--- src/rtl/dror_pkg.sv ---
// -----------------------------------------------------------------------------
// dror_pkg
// Shared definitions for the LiDAR frame loader: FSM state encoding, the
// header-word layout constants used to hand a frame to the denoiser, and a
// small helper that turns a BRAM word index into a byte address.
// -----------------------------------------------------------------------------
package dror_pkg;

    typedef enum logic [2:0] {
        IDLE,
        FILL,
        FLUSH,
        HDR_SIZE,
        HDR_GO,
        WAIT_DONE,
        DONE
    } state_t;

    // Word 0 of every BRAM is the control/header word.
    localparam logic [31:0] HDR_WORD   = 32'd0;
    // Value the denoiser leaves in Z word 0 when it has finished.
    localparam logic [31:0] DONE_MAGIC = 32'h0000_0FFF;
    // Value written to Y word 0 to kick off the denoiser.
    localparam logic [31:0] GO_FLAG    = 32'd1;

    // Points packed into one BRAM word (default BUS_SIZE / default N).
    localparam int DEF_N        = 16;
    localparam int DEF_BUS_SIZE = 32;
    localparam int LANES        = DEF_BUS_SIZE / DEF_N;

    localparam logic [3:0] WE_ALL  = 4'hF;
    localparam logic [3:0] WE_NONE = 4'h0;

    function automatic logic [31:0] word_to_byte(input logic [31:0] word, input int shift);
        return word << shift;
    endfunction

endpackage

--- src/rtl/lidar_pair_packer.sv ---
// -----------------------------------------------------------------------------
// lidar_pair_packer
// Pair-packing datapath for the frame loader. Even points are parked in
// holding registers; when the odd partner arrives (or the frame is flushed)
// the packed word {upper lane, held even} and its byte address are presented
// combinationally for the loader FSM to register onto the BRAM port.
//
// Ports:
//   clock, reset     sole clock, synchronous active-high reset
//   clear            start of a new frame: clears holding regs and count
//   store            a point is accepted and kept this cycle
//   flush            force the upper lane to zero (trailing even point)
//   pt_x/pt_y/pt_z   incoming point coordinates
//   pair_x/y/z       packed write words
//   pair_addr        byte address of the word for the current pair
//   pending          an even point is held awaiting its partner
//   count            number of points stored in this frame
// -----------------------------------------------------------------------------
module lidar_pair_packer
    import dror_pkg::*;
#(
    parameter int N          = 16,
    parameter int BUS_SIZE   = 32,
    parameter int BRAM_SHIFT = 2
) (
    input  logic                clock,
    input  logic                reset,
    input  logic                clear,
    input  logic                store,
    input  logic                flush,
    input  logic [N-1:0]        pt_x,
    input  logic [N-1:0]        pt_y,
    input  logic [N-1:0]        pt_z,
    output logic [BUS_SIZE-1:0] pair_x,
    output logic [BUS_SIZE-1:0] pair_y,
    output logic [BUS_SIZE-1:0] pair_z,
    output logic [31:0]         pair_addr,
    output logic                pending,
    output logic [N-1:0]        count
);

    logic [N-1:0] hold_x;
    logic [N-1:0] hold_y;
    logic [N-1:0] hold_z;
    logic [N-1:0] upper_x;
    logic [N-1:0] upper_y;
    logic [N-1:0] upper_z;

    // NOTE: reset is sampled inside the clocked block (synchronous), and all
    // state uses non-blocking assignments so every register updates together.
    always_ff @(posedge clock) begin
        if (reset || clear) begin
            hold_x <= '0;
            hold_y <= '0;
            hold_z <= '0;
            count  <= '0;
        end else if (store) begin
            // An even index (count[0]==0) is parked; an odd one is consumed
            // directly from the inputs by the pair word below.
            if (!count[0]) begin
                hold_x <= pt_x;
                hold_y <= pt_y;
                hold_z <= pt_z;
            end
            count <= count + 1'b1;
        end
    end

    // With an odd count, an even point is parked awaiting its partner.
    assign pending = count[0];

    assign upper_x = flush ? '0 : pt_x;
    assign upper_y = flush ? '0 : pt_y;
    assign upper_z = flush ? '0 : pt_z;

    assign pair_x = BUS_SIZE'({upper_x, hold_x});
    assign pair_y = BUS_SIZE'({upper_y, hold_y});
    assign pair_z = BUS_SIZE'({upper_z, hold_z});

    // Point p lives at word 1 + p/2. For an odd p arriving, count==p; for a
    // flush after even p, count==p+1. Both give count>>1 == p/2.
    assign pair_addr = word_to_byte(32'd1 + 32'(count >> 1), BRAM_SHIFT);

endmodule

--- src/rtl/lidar_frame_loader.sv ---
// -----------------------------------------------------------------------------
// lidar_frame_loader
// Streams a frame of LiDAR points into three BRAMs (X, Y, Z), two points per
// word starting at word 1, then writes the header (point count to X word 0,
// go flag to Y word 0) and polls Z word 0 until the denoiser reports done.
//
// Optional feature: define LOADER_TIMEOUT_EN to add a watchdog on the
// WAIT_DONE poll; without it timeout_err is tied low and the wait is unbounded.
//
// Ports:
//   clock, reset                 sole clock, synchronous active-high reset
//   start                        begin a frame (sampled in IDLE only)
//   pt_valid/pt_ready            point handshake
//   pt_x/pt_y/pt_z, pt_last      point coordinates, final-point marker
//   bram_addr, bram_en           shared byte address and enable
//   we_x/we_y/we_z               byte write enables
//   write_in_x/y/z               write data
//   read_out_z                   Z BRAM read data, 1-cycle latency
//   busy, frame_done             status: not-idle, one-cycle completion pulse
//   point_count                  points stored in the current frame
//   overflow, timeout_err        sticky per-frame error flags
// -----------------------------------------------------------------------------
module lidar_frame_loader
    import dror_pkg::*;
#(
    parameter int N              = 16,
    parameter int BUS_SIZE       = 32,
    parameter int BRAM_SHIFT     = 2,
    parameter int MAX_POINTS     = 4096,
    parameter int TIMEOUT_CYCLES = 1 << 20
) (
    input  logic                clock,
    input  logic                reset,
    input  logic                start,
    input  logic                pt_valid,
    output logic                pt_ready,
    input  logic [N-1:0]        pt_x,
    input  logic [N-1:0]        pt_y,
    input  logic [N-1:0]        pt_z,
    input  logic                pt_last,
    output logic [31:0]         bram_addr,
    output logic                bram_en,
    output logic [3:0]          we_x,
    output logic [3:0]          we_y,
    output logic [3:0]          we_z,
    output logic [BUS_SIZE-1:0] write_in_x,
    output logic [BUS_SIZE-1:0] write_in_y,
    output logic [BUS_SIZE-1:0] write_in_z,
    input  logic [BUS_SIZE-1:0] read_out_z,
    output logic                busy,
    output logic                frame_done,
    output logic [N-1:0]        point_count,
    output logic                overflow,
    output logic                timeout_err
);

    if (BUS_SIZE != LANES * N) begin : g_bad_lanes
        $error("lidar_frame_loader: BUS_SIZE must hold exactly two N-bit points");
    end

    state_t              state;
    logic                rd_valid;
    logic                accept;
    logic                full;
    logic                store;
    logic                pend_next;
    logic                pk_clear;
    logic                pk_flush;
    logic                pending;
    logic [BUS_SIZE-1:0] pair_x;
    logic [BUS_SIZE-1:0] pair_y;
    logic [BUS_SIZE-1:0] pair_z;
    logic [31:0]         pair_addr;

    assign accept    = pt_valid && pt_ready;
    assign full      = (point_count == N'(MAX_POINTS));
    assign store     = accept && !full;
    // Whether an even point will still be parked once this handshake lands.
    assign pend_next = store ? !pending : pending;
    assign pk_clear  = (state == IDLE) && start;
    assign pk_flush  = (state == FLUSH);

    lidar_pair_packer #(
        .N          (N),
        .BUS_SIZE   (BUS_SIZE),
        .BRAM_SHIFT (BRAM_SHIFT)
    ) u_packer (
        .clock     (clock),
        .reset     (reset),
        .clear     (pk_clear),
        .store     (store),
        .flush     (pk_flush),
        .pt_x      (pt_x),
        .pt_y      (pt_y),
        .pt_z      (pt_z),
        .pair_x    (pair_x),
        .pair_y    (pair_y),
        .pair_z    (pair_z),
        .pair_addr (pair_addr),
        .pending   (pending),
        .count     (point_count)
    );

`ifdef LOADER_TIMEOUT_EN
    logic [31:0] wd_cnt;
`else
    assign timeout_err = 1'b0;
    logic unused_timeout_cycles;
    assign unused_timeout_cycles = ^TIMEOUT_CYCLES;
`endif

    always_ff @(posedge clock) begin
        if (reset) begin
            state      <= IDLE;
            pt_ready   <= 1'b0;
            busy       <= 1'b0;
            frame_done <= 1'b0;
            overflow   <= 1'b0;
            bram_en    <= 1'b0;
            bram_addr  <= '0;
            we_x       <= WE_NONE;
            we_y       <= WE_NONE;
            we_z       <= WE_NONE;
            write_in_x <= '0;
            write_in_y <= '0;
            write_in_z <= '0;
            rd_valid   <= 1'b0;
`ifdef LOADER_TIMEOUT_EN
            timeout_err <= 1'b0;
            wd_cnt      <= '0;
`endif
        end else begin
            // Bus is idle unless a state below drives a write or read.
            bram_en    <= 1'b0;
            bram_addr  <= '0;
            we_x       <= WE_NONE;
            we_y       <= WE_NONE;
            we_z       <= WE_NONE;
            write_in_x <= '0;
            write_in_y <= '0;
            write_in_z <= '0;
            frame_done <= 1'b0;
            // A pure read was on the port last cycle, so read_out_z is valid
            // now; guards against acting on stale data from before the poll.
            rd_valid   <= bram_en && (we_x == WE_NONE) && (we_y == WE_NONE) && (we_z == WE_NONE);

            case (state)
                IDLE: begin
                    if (start) begin
                        state    <= FILL;
                        pt_ready <= 1'b1;
                        busy     <= 1'b1;
                        overflow <= 1'b0;
`ifdef LOADER_TIMEOUT_EN
                        timeout_err <= 1'b0;
`endif
                    end
                end

                FILL: begin
                    if (accept) begin
                        if (full) begin
                            overflow <= 1'b1;
                        end else if (pending) begin
                            bram_en    <= 1'b1;
                            bram_addr  <= pair_addr;
                            we_x       <= WE_ALL;
                            we_y       <= WE_ALL;
                            we_z       <= WE_ALL;
                            write_in_x <= pair_x;
                            write_in_y <= pair_y;
                            write_in_z <= pair_z;
                        end
                        if (pt_last) begin
                            pt_ready <= 1'b0;
                            state    <= pend_next ? FLUSH : HDR_SIZE;
                        end
                    end
                end

                FLUSH: begin
                    // pair_* carry a zero upper lane while in FLUSH.
                    bram_en    <= 1'b1;
                    bram_addr  <= pair_addr;
                    we_x       <= WE_ALL;
                    we_y       <= WE_ALL;
                    we_z       <= WE_ALL;
                    write_in_x <= pair_x;
                    write_in_y <= pair_y;
                    write_in_z <= pair_z;
                    state      <= HDR_SIZE;
                end

                HDR_SIZE: begin
                    bram_en    <= 1'b1;
                    bram_addr  <= word_to_byte(HDR_WORD, BRAM_SHIFT);
                    we_x       <= WE_ALL;
                    we_y       <= WE_ALL;
                    we_z       <= WE_ALL;
                    write_in_x <= BUS_SIZE'(point_count);
                    state      <= HDR_GO;
                end

                HDR_GO: begin
                    bram_en    <= 1'b1;
                    bram_addr  <= word_to_byte(HDR_WORD, BRAM_SHIFT);
                    we_y       <= WE_ALL;
                    write_in_y <= BUS_SIZE'(GO_FLAG);
                    state      <= WAIT_DONE;
`ifdef LOADER_TIMEOUT_EN
                    wd_cnt     <= '0;
`endif
                end

                WAIT_DONE: begin
                    bram_en   <= 1'b1;
                    bram_addr <= word_to_byte(HDR_WORD, BRAM_SHIFT);
                    if (rd_valid && (read_out_z == BUS_SIZE'(DONE_MAGIC))) begin
                        state      <= DONE;
                        frame_done <= 1'b1;
                    end
`ifdef LOADER_TIMEOUT_EN
                    else if (wd_cnt == 32'(TIMEOUT_CYCLES - 1)) begin
                        timeout_err <= 1'b1;
                        state       <= IDLE;
                        busy        <= 1'b0;
                        bram_en     <= 1'b0;
                    end else begin
                        wd_cnt <= wd_cnt + 32'd1;
                    end
`endif
                end

                DONE: begin
                    state <= IDLE;
                    busy  <= 1'b0;
                end

                default: begin
                    state    <= IDLE;
                    busy     <= 1'b0;
                    pt_ready <= 1'b0;
                end
            endcase
        end
    end

endmodule

--- config.mk ---
export PLATFORM = sky130hd
export DESIGN_NAME = lidar_frame_loader
export DESIGN_NICKNAME = d
export VERILOG_FILES = /design/src/rtl/dror_pkg.sv /design/src/rtl/lidar_pair_packer.sv /design/src/rtl/lidar_frame_loader.sv
export SDC_FILE = /design/constraint.sdc
export NUM_CORES = 1
export LEC_CHECK = 0
export ABC_CLOCK_PERIOD_IN_PS = 3300
export CAP_MARGIN = 25
export CORE_ASPECT_RATIO = 1.2
export CORE_MARGIN = 3
export CORE_UTILIZATION = 35
export CTS_BUF_LIST = sky130_fd_sc_hd__clkbuf_4 sky130_fd_sc_hd__clkbuf_8
export DETAILED_ROUTE_END_ITERATION = 10
export GPL_TIMING_DRIVEN = 0
export PLACE_DENSITY = 0.77
export REMOVE_ABC_BUFFERS = 1
export SYNTH_ARGS = -nofsm -noshare
export SYNTH_HDL_FRONTEND = slang
export SYNTH_SLANG_ARGS = --single-unit
--- constraint.sdc ---
create_clock -name clock -period 3.3 [get_ports clock]
set_input_delay 0.99 -clock clock [delete_from_list [all_inputs] [get_ports clock]]
set_output_delay 0.99 -clock clock [all_outputs]
set_load 0.05 [all_outputs]
### Yosys cells after proc, flatten, opt, wreduce, memory -nomap -nowiden

Cells that the tools add are included.

| operators by class | value |
|---|---|
| reductions and logical operators | 25 |
| div/mod/pow operators | 0 |
| bitwise logic cells | 4 |
| eq/ne operators | 13 |
| muxes and demuxes | 45 |
| shifts and indexed selects | 0 |
| $mul | 0 |
| magnitude comparators | 0 |
| add/sub/neg operators | 2 |

Operators by type and width:

| operator | number |
|---|---|
| 32-bit two-way mux | 12 |
| 32-bit one-hot mux with 3 select lines | 2 |
| 32-bit one-hot mux with 2 select lines | 2 |
| 16-bit two-way mux | 3 |
| 32-bit by 12-bit == test with 1-bit output, second input constant | 1 |
| 3-bit one-hot mux with 6 select lines | 1 |
| 1-bit by 15-bit adder with 16-bit output, first input constant | 1 |
| 16-bit by 1-bit adder with 16-bit output, second input constant | 1 |
| 16-bit by 13-bit == test with 1-bit output, second input constant | 1 |
| 4-bit one-hot mux with 2 select lines | 2 |
| 1-bit two-way mux | 12 |
| 3-bit two-way mux | 4 |
| 4-bit two-way mux | 3 |
| 4-bit AND reduction | 3 |
| 2-bit != test, second input constant | 5 |
| 5-bit OR reduction | 2 |
| 3-bit == test, second input constant | 3 |
| 4-bit zero test | 2 |
| 1-bit logical AND | 7 |
| 3-bit by 2-bit == test with 1-bit output, second input constant | 2 |
| 1-bit one-hot mux with 2 select lines | 3 |
| 1-bit NOT | 4 |
| 2-bit AND reduction | 2 |
| 2-bit OR reduction | 2 |
| 8 further kinds | 9 |

| storage, ports and cells | value |
|---|---|
| latch bits | 0 |
| memories kept | 0 |
| input bits | 85 |
| output and inout port bits | 162 |
| register bits after elaboration | 209 |
| word-level logic and storage cells | 106 |
| ROM bits | 0 |
| bits in writable memories | 0 |

### Depth between registers and ports, before layout

| depth | value |
|---|---|
| word-level depth | 8 |
| mapped depth | 13 |
| mapped depth without buffers | 9 |

### Modules after synthesis

From an unflattened synthesis, not the netlist that was laid out.

| second synthesis, totals | value |
|---|---|
| cell total of the unflattened synthesis | 781 |
| area total of the unflattened synthesis | 7402.1 µm² |

By module, submodules not included:

| module | cells an instance | instances | seq. area each (µm²) | area an instance (µm²) |
|---|---|---|---|---|
| lidar_frame_loader | 384 | 1 | 2782.7 | 4341.7 |
| lidar_pair_packer | 397 | 1 | 1281.2 | 3060.4 |

### Worst setup path after synthesis

No wires, ideal clock.

| timing | value |
|---|---|
| path kind | flip-flop to flip-flop |
| start | reg u_packer.count[1] |
| end | reg u_packer.hold_z[10] |
| cell stages (with the launch flop) | 14 |
| slack | 0.093 ns |
| setup time | 0.117 ns |
| required time | 3.183 ns |
| clock period less this slack | 3.207 ns |
| arrival time | 3.090 ns |
| path buffers | 5 |
| cell sequence | dfxtp_1 > inv_1 > ha_1 > nor4b_1 > a41o_1 > buf_4 > inv_2 > buf_2 > ha_1 > clkbuf_1 > buf_2 > clkbuf_1 > mux2i_1 > nor2_1 |

| between the ends | value |
|---|---|
| word-level cells in the longest chain between the ends | 4 |

Ends and longest elaborated chain:

| element | line | RTL |
|---|---|---|
| start, declared | lidar_pair_packer.sv:39 | `output logic [N-1:0] count` |
| start signal, assigned | lidar_pair_packer.sv:65 | `count <= count + 1'b1;` |
| 16-bit by 13-bit == test with 1-bit output | lidar_frame_loader.sv:76 | `assign full = (point_count == N'(MAX_POINTS));` |
| 1-bit zero test | lidar_frame_loader.sv:77 | `assign store = accept && !full;` |
| 1-bit logical AND | lidar_frame_loader.sv:77 |  |
| named net store | lidar_frame_loader.sv:65 | `logic store;` |
| 2-bit AND reduction (no source line) | - |  |
| end signal, assigned | lidar_pair_packer.sv:63 | `hold_z <= pt_z;` |
| end, declared | lidar_pair_packer.sv:44 | `logic [N-1:0] hold_z;` |

The timed path passes the listed nets, and every way through them passes these cells.
A chain may end at the register's enable or synchronous reset.

### Worst setup path after layout

| timing | value |
|---|---|
| start | in pt_valid |
| end | reg u_packer.hold_x[6] |

| between the ends | value |
|---|---|
| word-level cells in the longest chain between the ends | 3 |

Ends and longest elaborated chain:

| element | line | RTL |
|---|---|---|
| start, declared | lidar_frame_loader.sv:35 | `input logic pt_valid,` |
| 1-bit logical AND | lidar_frame_loader.sv:75 | `assign accept = pt_valid && pt_ready;` |
| 1-bit logical AND | lidar_frame_loader.sv:77 |  |
| 2-bit AND reduction (no source line) | - |  |
| end signal, assigned | lidar_pair_packer.sv:61 | `hold_x <= pt_x;` |
| end, declared | lidar_pair_packer.sv:42 | `logic [N-1:0] hold_x;` |

No other way between the ends.

==> summary.md <==
| Metric | Value |
|---|---|
| Status | complete, no violations |
| Sequential share of power | about 56% |
| DR vias/cell | around 4.7 |
| Register area share after synthesis | a little over half |
| Cells after synthesis | around 700 |
| Mapped cell area | about 7000 um2 |
| Gr ovfl total | 0 |
| Area delta synth->final | 40.20% |
| Max Clk Rate | 329.5 MHz |
| Setup violators final | 0 |
| DRT Wirelength | between 15 and 20 mm |
| CP Data Arrival Time | 3.37 ns |
| Proportion of layout cells with a drive suffix above 1 | 5.182% |
| Worst-Skew Late Latency | around 0.46 ns |
| Max clock buf depth | 2 |
| Most common cell after layout, fill and taps aside | clkdlybuf4s50_1 |
| CP max FO | 26 |
| Vias | between 5000 and 6000 |
| Switching Fraction | 25.65% |
| First-pass GRT wire length | approximately 29 mm |
| DRC | 0 |
| Final core occ | between 50% and 60% |
| IO buf count | around 230 |
| Avg WL per Cell | about 16 um |
| FP Rows | 55 |
| Placeable Area | around 19000 um2 |
| Clock Sinks | between 150 and 200 |
| Pwr dens | about 430 nW/um2 |
| IO Count | between 200 and 250 |
| Placed cells | about 1100 |
| FF+latch count, synth | approximately 190 |
| Die area | around 21000 um2 |
| Setup CP Type | in2reg |
| Pint | roughly 3 mW |
| Max Transition Viols Final | 0 |
| Final std cells w/o fill | roughly 1200 |
| Yosys cell types | 53 |
| GP Congestion | approximately 0.84 |
| Post-synth EDFFs | 0 |
| Logic gate share of total power | roughly 8.6% |
| Post-Layout Inst Area | between 9000 and 10000 um2 |
| Vias in the first global route | between 5000 and 6000 |
| DP Area | 9201 um2 |
| DR iter-0 viols | between 200 and 250 |
| Commonest cells after routing, fill and taps aside | clkdlybuf4s50_1 (229), dfxtp_1 (187), nor2_1 (83), and2_1 (83), mux2i_1 (52) |
| Relative slew slack | 33.64% |
| Data required time of the worst path | between 3 and 4 ns |
| Async S/R FF share, synth | 0% |
| Htree depth | 4 |
| Synth Flop Type | dfxtp_1 |
| Overall Global Routing Usage | between 10% and 20% |
| Pre-antenna DRT Iters | 4 |
| Ant. Diodes | 0 |
| Hold Crit Class | reg2reg |
| Period utilization | roughly nine tenths |
| Clk pin slew, worst setup/hold paths | roughly 0.10 ns |
| Min Tclk post-route | ~3 ns |
| Net Switching | 1.060 mW |
| CTS Buf Count | 17 |
| CTS Root Buffer Type | clkbuf_8 |
| DP HPWL | 12.92 mm |
| Hold Vio Cnt, Final | 0 |
| Max IR drop VDD | 0.0002145 V |
| CP endpoint kind | register |
| RSZ-0062 raised after global routing | no |
| Skew final | between 0.02 and 0.025 ns |
| Largest net degree at the start of global routing | 47 |
| Synth Area per Inst | slightly below 10 um2 |
| CTS tree | done |
| Synth warn | 0 |
| CTS Hold Buffers Added | 0 |
| Antenna-violating nets left | 0 |
| Worst slew pin tran | slightly below 1 ns |
| Die height | between 150 and 200 um |
| Initial antenna violation count | 0 |
| Die X | about 130 um |
| Clock network fraction of total power | roughly 36% |
| Max-Cap Viols | 0 |
| Leak pwr | roughly 3.4 nW |
| Initial Util | 36.06% |
| Final net count | between 900 and 1000 |
| CP Launch Type | input port |
-- power by group through the flow --
stage / logic, mW / clock network, mW / registers [mW]
floorplan: 0.160 / 0 / 2.37
global placement: 0.340 / 0 / 2.35
detailed placement: 0.345 / 0 / 2.36
CTS: 0.359 / 1.52 / 2.30
global route: 0.382 / 1.63 / 2.31
finish: 0.356 / 1.47 / 2.30
-- path summary, 6_finish.rpt --
kind / from / end / slack [ns] / cells past startpoint
hold / removal: u_packer.hold_z[10]$_SDFFE_PP0P_ / write_in_z[10]$_SDFF_PP0_ / 0.46 / 1
hold reg to reg: u_packer.hold_z[10]$_SDFFE_PP0P_ / write_in_z[10]$_SDFF_PP0_ / 0.46 / 1
setup / recovery: pt_valid / u_packer.hold_x[6]$_SDFFE_PP0P_ / 0.27 / 8
setup reg to reg: u_packer.count[0]$_SDFFE_PP0P_ / u_packer.hold_x[6]$_SDFFE_PP0P_ / 0.36 / 9
-- cell families (layout without fill, tap and decap cells) --
logic type / Yosys count / after routing / synth area share (%)
other: 1 / 17 / 0.05456
XOR/XNOR: 14 / 14 / 1.784
adder cells (fa/ha/maj): 5 / 5 / 0.9102
multiplexers: 53 / 53 / 7.737
AND/OR/NAND/NOR: 294 / 294 / 22.45
AO/OA/AOI/OAI: 60 / 60 / 5.735
buffers and inverters: 89 / 277 / 6.863
flip-flops: 187 / 187 / 54.47
-- synthesized netlist by cell type (6+ instances only) --
cell type | n | area share, %
xnor2_1 | 11 | 1.4
buf_2 | 16 | 1.2
nor4_1 | 9 | 0.82
nor2_1 | 84 | 4.6
buf_1 | 6 | 0.33
and2_1 | 83 | 7.6
o21ai_0 | 7 | 0.51
inv_1 | 10 | 0.55
nand4_1 | 6 | 0.55
buf_4 | 29 | 3.2
a21oi_1 | 15 | 1.1
nor3_1 | 6 | 0.44
nand2_1 | 31 | 1.7
dfxtp_1 | 187 | 54
clkbuf_1 | 25 | 1.4
a31oi_1 | 16 | 1.5
mux2i_1 | 52 | 7.6
nand3_1 | 46 | 3.3
or4_1 | 6 | 0.66
-- stage by stage --
stage	setup TNS [ns]	hold WS [ns]	power, mW	worst slack (ns)
6_report	0	0.4579	4.133	0.2653
5_1_grt	0	0.4746	4.318	0.1014
4_1_cts	0	0.4569	4.188	0.1232
3_5_place_dp	-25.73	0.4380	2.701	-0.5456
3_3_place_gp	-202.68	0.4337	2.695	-2.119
2_1_floorplan	-40.09	0.4291	2.529	-0.7438
-- critical path: stages --
cell	delay, ns
clkdlybuf4s50_1	0.52
nand2_1	0.10
a41o_1	0.39
inv_4	0.35
ha_4	0.45
buf_12	0.28
mux2i_1	0.21
nor2_1	0.05
-- repair_timing --
action	in CTS	in global routing
resized for setup	0	2
pin swaps	1	0
buffers inserted	2	0
setup endpoints to repair	48	19
-- metal layers --
metal | vias up | wire [um] | global-route usage [%]
li1 | 2710 | - | -
met1 | 2540 | 7655 | 20.29
met2 | 223 | 9086 | 29.40
met3 | 13 | 1437 | 5.310
met4 | 0 | 255 | 4.818
met5 | - | 0 | 0
-- layout make-up --
cell class              instances  area [um2]
well taps                     256       320.3
flip-flops and latches        187        3744
fillers                      1772        9427
multi-input cells             443        2741
clock buffers                  18       247.7
inverters                      11       43.79
clock inverters                13       136.4
repair buffers                235        2402
-- sequential cells by signal, summed over array words and instances, names as in the netlist, 3 cells and up --
register / cells
u_packer.hold_z: 16
write_in_z: 32
write_in_x: 32
u_packer.hold_x: 16
write_in_y: 32
u_packer.hold_y: 16
state: 3
bram_addr: 16
u_packer.count: 16
No activity file was read; power rests on OpenSTA's default activity.
